File: src/rtl/abm_dispatcher_if.sv
// Copy-engine request channel: valid/ready request carrying sequence number and ping-pong buffer index,
// plus the engine's one-cycle completion strobe.
interface abm_dispatcher_if #(
  parameter int SEQ_WIDTH = 32
);
  logic                 req_valid;
  logic                 req_ready;
  logic [SEQ_WIDTH-1:0] req_seq;
  logic                 req_buf;
  logic                 xfer_done;

  modport master (
    output req_valid,
    output req_seq,
    output req_buf,
    input  req_ready,
    input  xfer_done
  );

  modport slave (
    input  req_valid,
    input  req_seq,
    input  req_buf,
    output req_ready,
    output xfer_done
  );
endinterface

File: src/rtl/abm_dispatcher.sv
// abm_dispatcher: queues abm_ready strobes and issues one ping-pong copy request per strobe; 2-cycle strobe-to-request
// latency, request held stable under req_ready backpressure; WAIT watchdog compiled in with ABM_DISPATCH_TIMEOUT_EN.
module abm_dispatcher #(
  parameter int PEND_WIDTH     = 4,
  parameter int SEQ_WIDTH      = 32,
  parameter int TIMEOUT_CYCLES = 1000000
) (
  input  logic                  clk,
  input  logic                  resetn,
  input  logic                  abm_ready,
  input  logic                  enable,
  abm_dispatcher_if.master      cpy,
  output logic                  busy,
  output logic [PEND_WIDTH-1:0] pending,
  output logic [15:0]           overrun_count,
  output logic                  timeout
);

  typedef enum logic [1:0] {
    S_IDLE = 2'd0,
    S_REQ  = 2'd1,
    S_WAIT = 2'd2
  } state_t;

  typedef struct packed {
    logic [SEQ_WIDTH-1:0] seq;
    logic                 buf_sel;
  } hdr_t;

  if (TIMEOUT_CYCLES < 1) begin : g_bad_timeout
    $error("abm_dispatcher: TIMEOUT_CYCLES must be at least 1");
  end

  state_t                state_q, state_d;
  hdr_t                  hdr_q, hdr_d;
  logic [PEND_WIDTH-1:0] pend_q, pend_d;
  logic [15:0]           ovr_q, ovr_d;
  logic                  start;
  logic                  complete;
  logic                  expire;

  always_ff @(posedge clk) begin
    if (!resetn) begin
      state_q <= S_IDLE;
      hdr_q   <= '0;
      pend_q  <= '0;
      ovr_q   <= '0;
    end else begin
      state_q <= state_d;
      hdr_q   <= hdr_d;
      pend_q  <= pend_d;
      ovr_q   <= ovr_d;
    end
  end

  // enable only gates leaving IDLE; an issued request always runs to completion
  always_comb begin
    state_d  = state_q;
    start    = 1'b0;
    complete = 1'b0;
    case (state_q)
      S_IDLE: begin
        if (enable && (pend_q != '0)) begin
          state_d = S_REQ;
          start   = 1'b1;
        end
      end
      S_REQ: begin
        if (cpy.req_ready) begin
          state_d = S_WAIT;
        end
      end
      S_WAIT: begin
        if (cpy.xfer_done || expire) begin
          state_d  = S_IDLE;
          complete = 1'b1;
        end
      end
      default: begin
        state_d = S_IDLE;
      end
    endcase
  end

  always_comb begin
    hdr_d = hdr_q;
    if (complete) begin
      hdr_d.seq     = hdr_q.seq + SEQ_WIDTH'(1);
      hdr_d.buf_sel = ~hdr_q.buf_sel;
    end
  end

  // A strobe landing on the same edge as an issue is absorbed without touching a full counter
  always_comb begin
    pend_d = pend_q;
    ovr_d  = ovr_q;
    if (abm_ready && !start) begin
      if (&pend_q) begin
        if (!(&ovr_q)) begin
          ovr_d = ovr_q + 16'd1;
        end
      end else begin
        pend_d = pend_q + PEND_WIDTH'(1);
      end
    end else if (start && !abm_ready) begin
      pend_d = pend_q - PEND_WIDTH'(1);
    end
  end

`ifdef ABM_DISPATCH_TIMEOUT_EN
  localparam int TW = $clog2(TIMEOUT_CYCLES + 1);

  logic [TW-1:0] wd_q;
  logic          tmo_q;

  // Counter idles at zero outside WAIT, so every WAIT entry starts from a clean count
  assign expire = (state_q == S_WAIT) && !cpy.xfer_done && (wd_q == TW'(TIMEOUT_CYCLES - 1));

  always_ff @(posedge clk) begin
    if (!resetn) begin
      wd_q  <= '0;
      tmo_q <= 1'b0;
    end else begin
      tmo_q <= expire;
      if (state_q == S_WAIT) begin
        wd_q <= wd_q + TW'(1);
      end else begin
        wd_q <= '0;
      end
    end
  end

  assign timeout = tmo_q;
`else
  assign expire  = 1'b0;
  assign timeout = 1'b0;
`endif

  assign cpy.req_valid = (state_q == S_REQ);
  assign cpy.req_seq   = hdr_q.seq;
  assign cpy.req_buf   = hdr_q.buf_sel;
  assign busy          = (state_q != S_IDLE);
  assign pending       = pend_q;
  assign overrun_count = ovr_q;

  a_req_stable: assert property (@(posedge clk) disable iff (!resetn)
    (cpy.req_valid && !cpy.req_ready) |=> (cpy.req_valid && $stable(cpy.req_seq) && $stable(cpy.req_buf)));

  a_timeout_pulse: assert property (@(posedge clk) disable iff (!resetn)
    timeout |=> !timeout);

endmodule

File: src/flat_wrapper.sv
// flat-port wrapper written by rule: the top's interface ports become plain ports
module abm_dispatcher_flat 
#(
  parameter int PEND_WIDTH     = 4,
  parameter int SEQ_WIDTH      = 32,
  parameter int TIMEOUT_CYCLES = 1000000
)
  (clk, resetn, abm_ready, enable, busy, pending, overrun_count, timeout, cpy_req_valid, cpy_req_seq, cpy_req_buf, cpy_req_ready, cpy_xfer_done);
  abm_dispatcher_if #(.SEQ_WIDTH(SEQ_WIDTH)) cpy_i ();
  input  logic clk;
  input  logic resetn;
  input  logic abm_ready;
  input  logic enable;
  output logic busy;
  output logic [PEND_WIDTH-1:0] pending;
  output logic [15:0] overrun_count;
  output logic timeout;
  output wire logic [$bits(cpy_i.req_valid)-1:0] cpy_req_valid;
  output wire logic [$bits(cpy_i.req_seq)-1:0] cpy_req_seq;
  output wire logic [$bits(cpy_i.req_buf)-1:0] cpy_req_buf;
  input wire logic [$bits(cpy_i.req_ready)-1:0] cpy_req_ready;
  input wire logic [$bits(cpy_i.xfer_done)-1:0] cpy_xfer_done;
  assign cpy_req_valid = cpy_i.req_valid;
  assign cpy_req_seq = cpy_i.req_seq;
  assign cpy_req_buf = cpy_i.req_buf;
  assign cpy_i.req_ready = cpy_req_ready;
  assign cpy_i.xfer_done = cpy_xfer_done;
  abm_dispatcher #(.PEND_WIDTH(PEND_WIDTH), .SEQ_WIDTH(SEQ_WIDTH), .TIMEOUT_CYCLES(TIMEOUT_CYCLES)) u_core (.clk(clk), .resetn(resetn), .abm_ready(abm_ready), .enable(enable), .cpy(cpy_i), .busy(busy), .pending(pending), .overrun_count(overrun_count), .timeout(timeout));
endmodule
File: config.mk
export PLATFORM = sky130hd
export DESIGN_NAME = abm_dispatcher_flat
export DESIGN_NICKNAME = d
export VERILOG_FILES = /design/src/rtl/abm_dispatcher_if.sv /design/src/rtl/abm_dispatcher.sv /design/src/flat_wrapper.sv
export SDC_FILE = /design/constraint.sdc
export NUM_CORES = 1
export LEC_CHECK = 0
export CAP_MARGIN = 20
export CORE_ASPECT_RATIO = 0.75
export CORE_MARGIN = 4
export CORE_UTILIZATION = 31
export CTS_CLUSTER_SIZE = 20
export DETAILED_ROUTE_END_ITERATION = 8
export PLACE_DENSITY_LB_ADDON = 0.3
export SLEW_MARGIN = 40
export SYNTH_ARGS = -nofsm -noshare
export SYNTH_HDL_FRONTEND = slang
export SYNTH_SLANG_ARGS = --single-unit
export TNS_END_PERCENT = 5
File: constraint.sdc
create_clock -name clk -period 2.5 [get_ports clk]
set_input_delay 0.5 -clock clk [delete_from_list [all_inputs] [get_ports clk]]
set_output_delay 0.5 -clock clk [all_outputs]
set_load 0.02 [all_outputs]
Word level (Yosys, flattened, before mapping) --
Cells that the tools add are included.
Storage, ports and cells: input port bits 6, logic and storage cells 42, register bits 55
Cells by class: reduce and logical (&&, ||, !) cells 14, bitwise logic cells 2, add/sub/neg operators 4, equality and inequality tests 6, multiplexer cells 11
Operators with widths (number):
- adder 32 x 1 -> 32 bit (second input constant) | 1
- adder 16 x 1 -> 16 bit (second input constant) | 1
- AND reduction 16 bit | 1
- two-way mux 4 bit | 3
- two-way mux 2 bit | 3
- case mux 2 bit (3 select lines) | 1
- AND reduction 6 bit | 1
- adder 4 x 1 -> 4 bit (second input constant) | 1
- two-way mux 1 bit | 4
- inequality test 2 x 1 -> 1 bit (second input constant) | 2
- inequality test 2 bit (second input constant) | 2
- AND reduction 4 bit | 1
- nonzero test 2 bit | 2
- nonzero test 4 bit | 1
- subtractor 4 x 1 -> 4 bit (second input constant) | 1
- logical AND 1 bit | 3
- AND reduction 3 bit | 1
- equality test 2 x 1 -> 1 bit (second input constant) | 1
- equality test 2 bit (second input constant) | 1
- logical NOT 1 bit | 2
- logical NOT 2 bit | 1
- NOT 1 bit | 2
- AND reduction 2 bit | 1

Longest topological paths before layout --
word-level depth 8, depth in mapped cells 8, gate-level depth less buffers 8

Least setup slack after synthesis --
Ideal clock, no wire load.
path type input to register, start point in enable, end point reg u_core.pend_q[3] (netlist: u_core.pending[3]), arrival time 2.293 ns, slack 0.137 ns, buffers on the path 0, stages 8, library setup time 0.070 ns, path through or3b_4 > o21ai_1 > ha_1 > a21o_1 > a21oi_1 > xor2_1 > or3_1 > a21boi_1
Between the ends: word-level cells in the longest chain between the ends 7, elaborated cells between the ends (all ways) 10, classes of those cells eq/ne (1); mux (3); reduce/logical (6)
RTL lines:
- start, declared | line flat_wrapper.sv:13 | input logic enable;
- logical AND 1 bit * | line abm_dispatcher.sv:63 | if (enable && (pend_q != '0)) begin
- two-way mux 1 bit * | line abm_dispatcher.sv:63
- two-way mux 1 bit * | line abm_dispatcher.sv:61 | case (state_q)
- logical NOT 1 bit | line abm_dispatcher.sv:97 | if (abm_ready && !start) begin
- logical AND 1 bit | line abm_dispatcher.sv:97
- inequality test 2 bit (no line) / nonzero test 2 bit (equally long branches)
- AND reduction 2 bit (no line)
- end signal, assigned | line abm_dispatcher.sv:51 | pend_q <= pend_d;
- end, declared | line abm_dispatcher.sv:36 | logic [PEND_WIDTH-1:0] pend_q, pend_d;
Every way passes the cells marked *; elsewhere a longest branch is shown, timed or not. A chain may end at the register's enable or synchronous reset.

Worst setup path after layout --
Ends and elaborated chain as after synthesis.

==> results.cfg <==
[run_status]
outcome = finished clean

[critical_path]
reg2regPathDepth = 8
crit_type = in -> reg
path_max_fanout = 2
timing.rr.end = u_core.pending[3]$_SDFFE_PN0P_
r2r_setup_slack_ns = 0.20
cp_num_buf_inv = 1
worstReg2RegStart = u_core.pending[1]$_SDFFE_PN0P_
cpPeakStageDelay_ns = 0.47
cp_top_family = simple AND/OR/NAND/NOR gates
cp.required_ns = 2.72
slowest_stage = clkdlybuf4s50_1
crit_chain = clkdlybuf4s50_1 -> or3b_4 -> o21ai_2 -> ha_1 -> a21o_1 -> a21oi_1 -> xor2_1 -> or3_1 -> a21boi_1
cp-start-kind = input port
cp.arrival_ns = 2.61
critPathCaptureType = flip-flop

[global_routing]
grt_max_degree = 64
grt_overflow = 0
grt_pass1_wl_um = 10900
grtUsageTotal_pct = 12.0
antenna_found_initial = 0
first_global_vias = 2232

[floorplan]
dieWidth_um = 118
ios = 62
coreArea_um2 = 8640
dieArea_um2 = 10600
rows = 29
die_h_um = 90.3
start_util_pct = 32.4

[synth]
synth_top_area_cell = dfxtp_1
syn_avg_cell_area_um2 = 9.28
synthTopCellsByArea = dfxtp_1 (39%), and2_1 (8.3%), xnor2_1 (7.5%), xor2_1 (5.0%), mux2i_1 (3.6%)
synth_cell_types = 45
syn_area_um2 = 2800
synth_edf_count = 0
synth-seq-cells = 55
synth-main-ff-cell = dfxtp_1
synth_nets = 313
netlist_instances = 302
synth_warnings = 0
yosysMostFrequentCell = dfxtp_1
synth_common_cells = dfxtp_1 (55), and2_1 (37), nand2_1 (25), xnor2_1 (24)
async_flop_share_pct = 0
ys_seq_area_share_pct = 39.3
yosysTopAreaCellShare_pct = 39.3

[clock_tree]
ctsHoldBuffers = 0
clock_path_buffers = 2
clk_latency_ns = 0.29
path_clk_slew_ns = 0.07
numCtsBuffers = 5
cts.sinks = 55
tritoncts = built
h-tree-depth = 2
root_buffer = clkbuf_16

[power_and_ir_drop]
powerDensity_nw_per_um2 = 602
pwr-share-comb_pct = 18.7
power_switching_mw = 0.569
p_clk_share_pct = 39.4
leakagePower_nw = 1.44
power.share.sequential_pct = 41.9
internal-power_mw = 1.70
p_sw_share_pct = 25.1
worst_ir_drop_vdd_uv = 301

[flow_run]
drv_cap = 0

[place]
globalplace.congestion = 0.780
port-buffer-count = 60
pre_cts_slack_ns = -0.222
placed_cells = 467
dpl.hpwl_um = 4480

[detailed_routing]
wl_per_cell_um = 13.1
antenna_left = 0
routed_wirelength_um = 6250
vias = 2287
detail_route.iter0.violations = 75
via_per_inst = 4.81
first_pass_iters = 4
drc = 0

[final_layout]
diodes = 0
drive_gt1_share_pct = 8.72
area_delta_synth_final_pct = 34.7
nNetsFinal = 377
final_util_pct = 43.7
final_cells = 475

[min_path]
hold_path_end = u_core.cpy.req_seq[31]$_SDFFE_PN0P_
min_path_type = reg -> reg
hold-path-cell-count = 2
hold_path.startpoint = u_core.cpy.req_seq[31]$_SDFFE_PN0P_

[sta]
finalSetupTns_ns = 0
period_needed_ns = 2.39
drv_slew = 0
rsz0062_at_grt = false
tightestPinTransition_ns = 0.647
timing.fmax_ghz = 0.419
finClkSkew_ns = 0.00940
hold_viol = 0
hold_slack_ns = 0.477
final-setup-viol-count = 0
slew_headroom_pct = 56.5
setup_ws_ns = 0.113
period_share_pct = 95.5
[worst max path at each step]
stage                     slack [ns]  cells past startpoint                             end                      startpoint
after global routing           0.007                      8  u_core.pending[3]$_SDFFE_PN0P_  u_core.pending[1]$_SDFFE_PN0P_
after floorplan                 0.14                      8  u_core.pending[3]$_SDFFE_PN0P_                          enable
after global placement         -0.21                      9  u_core.pending[3]$_SDFFE_PN0P_                          enable
after detailed placement       -0.22                      9  u_core.pending[3]$_SDFFE_PN0P_                          enable
after CTS                       0.08                      9  u_core.pending[3]$_SDFFE_PN0P_                          enable
final                           0.11                      9  u_core.pending[3]$_SDFFE_PN0P_                          enable
[worst reg2reg max path, stage by stage, from the launching register on]
cell and delay, ns:
dfxtp_1 0.39, nor4_1 0.58, o21ai_2 0.11, buf_4 0.17, ha_1 0.29, a21oi_1 0.16, xor2_1 0.09, or3_1 0.31
a21boi_1 0.13
[state kept, by name, indices dropped and copies added, names as in the netlist]
register	cells
u_core.overrun_count	16
u_core.state_q	2
u_core.cpy.req_buf	1
u_core.cpy.req_seq	32
u_core.pending	4
[cell type report]
class | count | area [um2]
clock inverter | 3 | 67.6
timing repair buffer | 72 | 703
tap | 108 | 135
multi-input combinational | 228 | 1630
sequential | 55 | 1100
fill | 843 | 4860
clock buffer | 5 | 125
inverter | 4 | 15.0
[logic make-up after synthesis]
group / count (synthesis) / share of synthesized area, %
AO/OA/AOI/OAI: 23 / 6.30
XOR/XNOR: 40 / 12.5
adder cells (fa/ha/maj): 5 / 2.50
buffers and inverters: 19 / 2.81
flip-flops: 55 / 39.3
multiplexers: 10 / 3.57
other: 1 / 0.134
AND/OR/NAND/NOR: 149 / 32.9
[metal layers]
layer  GRT usage, %  vias up  wire length (um)
li1               -     1173                 -
met1           16.6     1078              3280
met2           18.6       34              2760
met3           3.26        2               195
met4           3.22        0                15
met5              0        -                 0
[stage by stage]
step / cell area, um2 / power, mW
floorplan: 2800 / 1.23
global placement: 3580 / 1.39
detailed placement: 3580 / 1.40
CTS: 3770 / 2.30
global route: 3770 / 2.38
finish: 3770 / 2.27
[cells in the final DEF (no fill, tap or decap), drive strengths merged, types with 3 or more instances in the layout]
master | Yosys | final
clkdlybuf4s50 | 0 | 60
dfxtp | 55 | 55
and2 | 37 | 37
nand2 | 25 | 25
xnor2 | 24 | 24
xor2 | 16 | 16
nand4 | 16 | 16
buf | 4 | 12
nand3 | 11 | 11
nor2b | 10 | 10
and4 | 10 | 10
mux2i | 10 | 10
and3 | 9 | 9
nand2b | 7 | 7
clkbuf | 11 | 5
nor4 | 5 | 5
a21oi | 4 | 4
inv | 4 | 4
nor2 | 4 | 4
ha | 4 | 4
nor3 | 4 | 4
o21ai | 4 | 4
a21boi | 4 | 4
or3 | 3 | 3
[timing repair]
action / 4_1_cts / 5_1_grt
buffers inserted: 0 / 0
gates resized for setup: 0 / 1
setup endpoints to repair: 0 / 1
[power by group through the flow]
| stage | clock network [mW] | registers [mW] | logic [mW] |
|---|---|---|---|
| final | 0.894 | 0.952 | 0.425 |
| after global routing | 0.950 | 0.957 | 0.470 |
| after CTS | 0.921 | 0.952 | 0.428 |
| after detailed placement | 0 | 0.972 | 0.426 |
| after global placement | 0 | 0.973 | 0.414 |
| after floorplan | 0 | 0.997 | 0.235 |
Note: power is estimated with default switching activity, not from simulation.
